[src/rtl/pc_pkg.sv]
// Shared types and defaults for the IF-stage PC generator.
// Holds the state enum, default parameters and the alignment-mask helper.
package pc_pkg;

  typedef enum logic [1:0] {
    PC_BOOT,
    PC_RUN,
    PC_HALTED
  } pc_state_e;

  localparam logic [31:0] RESET_VECTOR_DEF = 32'h0000_0000;
  localparam int          INSTR_BYTES_DEF  = 4;

  function automatic int unsigned lsb_mask(input int unsigned ib);
    return ib - 1;
  endfunction

endpackage

[src/rtl/pc_next_sel.sv]
// Next-PC priority mux: trap > redirect > sequential advance > hold.
// Ports: current_pc/en/advance, trap_*, redirect_* in; next_pc, err out.
module pc_next_sel
  import pc_pkg::*;
#(
  parameter int XLEN        = 32,
  parameter int INSTR_BYTES = INSTR_BYTES_DEF
) (
  input  logic [XLEN-1:0] current_pc,
  input  logic            en,
  input  logic            trap_valid,
  input  logic [XLEN-1:0] trap_pc,
  input  logic            redirect_valid,
  input  logic [XLEN-1:0] redirect_pc,
  input  logic            advance,
  output logic [XLEN-1:0] next_pc,
  output logic            err
);

  localparam logic [XLEN-1:0] LSB =
    XLEN'(lsb_mask(INSTR_BYTES));
  localparam logic [XLEN-1:0] INC =
    XLEN'(INSTR_BYTES);

  logic aligned;
  assign aligned = (redirect_pc & LSB) == '0;

  always_comb begin
    next_pc = current_pc;
    err     = 1'b0;
    if (en) begin
      if (trap_valid) begin
        next_pc = trap_pc & ~LSB;
      end else if (redirect_valid) begin
        if (aligned) next_pc = redirect_pc;
        else         err     = 1'b1;
      end else if (advance) begin
        next_pc = current_pc + INC;
      end
    end
  end

endmodule

[src/rtl/pc_gen.sv]
// IF-stage program counter with boot delay, debug halt and redirects.
// Ports: clk, rst_n, stall, redirect_*, trap_*, halt/resume, fetch_*, status.
module pc_gen
  import pc_pkg::*;
#(
  parameter int              XLEN         = 32,
  parameter logic [XLEN-1:0] RESET_VECTOR = XLEN'(RESET_VECTOR_DEF),
  parameter int              INSTR_BYTES  = INSTR_BYTES_DEF,
  parameter int              BOOT_DELAY   = 2
) (
  input  logic            clk,
  input  logic            rst_n,
  input  logic            stall,
  input  logic            redirect_valid,
  input  logic [XLEN-1:0] redirect_pc,
  input  logic            trap_valid,
  input  logic [XLEN-1:0] trap_pc,
  input  logic            halt_req,
  input  logic            resume_req,
  output logic            fetch_valid,
  input  logic            fetch_ready,
  output logic [XLEN-1:0] fetch_pc,
  output logic [XLEN-1:0] current_pc,
  output logic            halted,
  output logic            misaligned_err
);

  pc_state_e       state;
  logic [3:0]      boot_cnt;
  logic            halt_pending;
  logic [XLEN-1:0] next_pc;
  logic            next_err;
  logic            boot_done;
  logic            advance;

  // Any redirect cancels the request of its cycle.
  assign fetch_valid = (state == PC_RUN) & ~stall
                     & ~trap_valid & ~redirect_valid;
  assign fetch_pc    = current_pc;
  assign halted      = (state == PC_HALTED);
  assign advance     = fetch_valid & fetch_ready;
  assign boot_done   = (BOOT_DELAY == 0) ||
                       (boot_cnt == 4'(BOOT_DELAY - 1));

  pc_next_sel #(
    .XLEN        (XLEN),
    .INSTR_BYTES (INSTR_BYTES)
  ) u_sel (
    .current_pc     (current_pc),
    .en             (state != PC_BOOT),
    .trap_valid     (trap_valid),
    .trap_pc        (trap_pc),
    .redirect_valid (redirect_valid),
    .redirect_pc    (redirect_pc),
    .advance        (advance),
    .next_pc        (next_pc),
    .err            (next_err)
  );

  always_ff @(posedge clk or negedge rst_n) begin
    if (!rst_n) begin
      current_pc     <= RESET_VECTOR;
      state          <= PC_BOOT;
      boot_cnt       <= '0;
      halt_pending   <= 1'b0;
      misaligned_err <= 1'b0;
    end else begin
      current_pc     <= next_pc;
      misaligned_err <= next_err;
      unique case (state)
        PC_BOOT: begin
          if (boot_done) begin
            state <= (halt_pending | halt_req)
                   ? PC_HALTED : PC_RUN;
            halt_pending <= 1'b0;
            boot_cnt     <= '0;
          end else begin
            boot_cnt <= boot_cnt + 4'd1;
            if (halt_req) halt_pending <= 1'b1;
          end
        end
        PC_RUN: begin
          if (halt_req) state <= PC_HALTED;
        end
        PC_HALTED: begin
          if (resume_req & ~halt_req) state <= PC_RUN;
        end
        default: state <= PC_BOOT;
      endcase
    end
  end

endmodule

[config.mk]
export PLATFORM = sky130hd
export DESIGN_NAME = pc_gen
export DESIGN_NICKNAME = d
export VERILOG_FILES = /design/src/rtl/pc_pkg.sv /design/src/rtl/pc_next_sel.sv /design/src/rtl/pc_gen.sv
export SDC_FILE = /design/constraint.sdc
export NUM_CORES = 1
export LEC_CHECK = 0
export ABC_AREA = 1
export ABC_CLOCK_PERIOD_IN_PS = 2900
export CAP_MARGIN = 10
export CELL_PAD_IN_SITES_DETAIL_PLACEMENT = 0
export CELL_PAD_IN_SITES_GLOBAL_PLACEMENT = 2
export CORE_ASPECT_RATIO = 0.8
export CORE_MARGIN = 4
export CORE_UTILIZATION = 23
export CTS_BUF_LIST = sky130_fd_sc_hd__clkbuf_8
export DETAILED_ROUTE_END_ITERATION = 8
export PLACE_DENSITY_LB_ADDON = 0.1
export RECOVER_POWER = 50
export SYNTH_ARGS = -nofsm -noshare
export SYNTH_HDL_FRONTEND = slang
export SYNTH_HIERARCHICAL = 1
export SYNTH_SLANG_ARGS = --single-unit
[constraint.sdc]
create_clock -name clk -period 2.9 [get_ports clk]
set_input_delay 0.58 -clock clk [delete_from_list [all_inputs] [get_ports clk]]
set_output_delay 0.58 -clock clk [all_outputs]
set_load 0.02 [all_outputs]
==> summary.txt <==
R2r startpoint -> state[1]$_DFFE_PN0P_
TritonCTS buffer count -> 5
Dpl ws -> 0.194 ns
Outcome -> finished, final reports clean
Top sig layer -> met4
Fin Setup TNS -> 0 ns
Starting DRT DRC Count -> 218
Total global routing overflow -> 0
Crit path time final -> 2.42 ns
Crit path launch -> trap_valid
Final Max Tran Viols -> 0
PortBufs -> 136
RePlAce Congestion -> 0.810
Drt total wl -> 13300 um
Critical path cell sequence -> clkdlybuf4s50_1 -> nor2_1 -> nand2_1 -> nor2_1 -> clkdlybuf4s50_1
Share of cells above drive strength 1 -> 6.88%
Tightest Pin Transition -> 1.13 ns
Post-Synthesis Cells -> 548
Most frequent cells in the layout -> nand2_1 (160), clkdlybuf4s50_1 (112), nor2_1 (81)
Max-slew headroom -> 24.4%
Post-route clock period utilization -> 83.5%
Final WS setup -> 0.478 ns
CTS tree -> done
Crit path arrival time -> 1.84 ns
Critical path type -> input port to output port
Maximum VDD drop -> 394 uV
Detailed placement HPWL -> 10000 um
Ys Warns -> 6
Hold Buf Count CTS -> 0
Postcts setup bufs -> 0
# DRC -> 0
Top Ports -> 139
Crit-path max FO -> 2
CTS Root Cell -> clkbuf_8
# setup viols final -> 0
Met2 routed wirelength -> 5570 um
Most common cell after layout, fill and taps aside -> nand2_1
Post-Syn Area -> 3560 um2
Die area -> 17600 um2
Vias per cell -> 4.45
Clock Path Buffers -> 2
Unrepaired setup endpoints after global routing -> no
Final std cells w/o fill -> 864
Synth async-reset ratio -> 100%
Mean routed wirelength per cell -> 15.4 um
CP Launch Type -> input port
Cell variety after synth -> 39
# clock sinks -> 40
Maximum number of pins on one net before global-route repair -> 41
Number of global-route vias before repair -> 3774
Initial Util -> 23.6%
Chip width -> 147 um
Initial antenna violation count -> 0
Total core area -> 15100 um2
Syn avg cell area -> 6.50 um2
H-tree levels -> 2
Wl on met1 -> 7000 um
Final-stage net count -> 726
Seq/Total Area, Yosys -> 28.1%
Slowest-stage cell, CP -> clkdlybuf4s50_1
Total GRT Usage -> 15.2%
Clock transition at path regs -> 0.09 ns
CP max stage delay -> 0.61 ns
CP Data Required Time -> 2.32 ns
Antenna diodes -> 0
Routed vias -> 3841
Min-delay worst type -> input port to async pin
Primary FF master, synth -> dfrtp_1
Pwr Density -> 923 nW/um2
Fin Clk Skew -> 0.00749 ns
Placed insts -> 856
Number of synthesized flops with an enable pin -> 0
First-pass GRT wire length -> 21300 um
Row count -> 40
Static leakage -> 0.00218 uW
MaxCap Viol Count -> 0
Critical Path Sink Type -> output port
Pre-antenna DRT Iters -> 5
Met3 wire length -> 648 um
Final hold violation count -> 0
Peak Freq -> 413 MHz
Clk_lat worst skew -> 0.31 ns
Die height -> 119 um
DRT antenna net count -> 0
Post-synthesis register bit count -> 40
Area Growth Syn to Fin -> 40.7%
FILL cells -> 1655
Cts repair resizes -> 0
Mapped Nets -> 621
## final cells by class
type                            count  area (um2)  area share (%)
Clock buffer                        5        68.8            1.37
Multi-Input combinational cell    406        1990            39.8
Timing Repair Buffer              149        1450            29.0
Clock inverter                      3        42.5           0.849
Inverter                           51         191            3.82
Sequential cell                    40        1000            20.0
Tap cell                          210         263            5.24
## critical path: cells and delay by family
family                 cells  cell delay (ns)
buffers and inverters      2             1.03
AND/OR/NAND/NOR            3             0.24
## layer usage
layer  vias up  track usage (%)
met3         8             3.20
met1      1770             22.9
met5         -                0
met4         0             2.68
li1       1963                -
met2       100             22.3
## cell families after synthesis
family	synth area share, %
AO/OA/AOI/OAI	12.8
XOR/XNOR	3.41
adder cells (fa/ha/maj)	0.351
buffers and inverters	15.7
flip-flops	28.1
AND/OR/NAND/NOR	39.7
## where the power goes
group / total (uW) / switching (uW) / internal [uW]
registers: 1310 / 510 / 804
clock network: 489 / 234 / 255
logic: 2820 / 1590 / 1230
## worst paths after layout
path / end / slack (ns) / cells after the start
worst min-delay path: current_pc[6]$_DFF_PN0_ / 0.48 / 1
worst max register to register: current_pc[25]$_DFF_PN0_ / 0.79 / 13
worst min register to register: boot_cnt[3]$_DFFE_PN0N_ / 0.51 / 2
min in group clk: boot_cnt[3]$_DFFE_PN0N_ / 0.51 / 2
worst max-delay path: fetch_valid / 0.48 / 5
max in group asynchronous: current_pc[18]$_DFF_PN0_ / 1.73 / 1
## synth_stat cells (all sizes together) (6+ instances only)
cell type	instances	share of area, %
o21ai	20	2.9
dfrtp	40	28
a221oi	14	3.4
a22oi	12	2.5
inv	48	5.1
buf	40	8.1
nand3	46	6.5
nand2	168	18
xor2	8	2.0
o211ai	8	1.7
nor2	90	11
a21oi	6	0.84
nand3b	6	1.3
nor3	7	1.1
nand4	6	1.1
clkbuf	10	1.9
## flip-flops by register name, summed over array words and instances, names as in the netlist
register	count
current_pc	32
boot_cnt	4
state	2
halt_pending	1
misaligned_err	1
## stage by stage
stage	util [%]	hold WS [ns]	power (uW)	area (um2)
2_1_floorplan	-	0.284	3140	3560
3_3_place_gp	32.5	0.473	4230	4910
3_5_place_dp	32.5	0.482	4260	4910
4_1_cts	33.2	0.478	4780	5020
5_1_grt	33.2	0.533	5060	5010
6_report	33.2	0.483	4630	5010
Note: power is estimated with default switching activity, not from simulation.
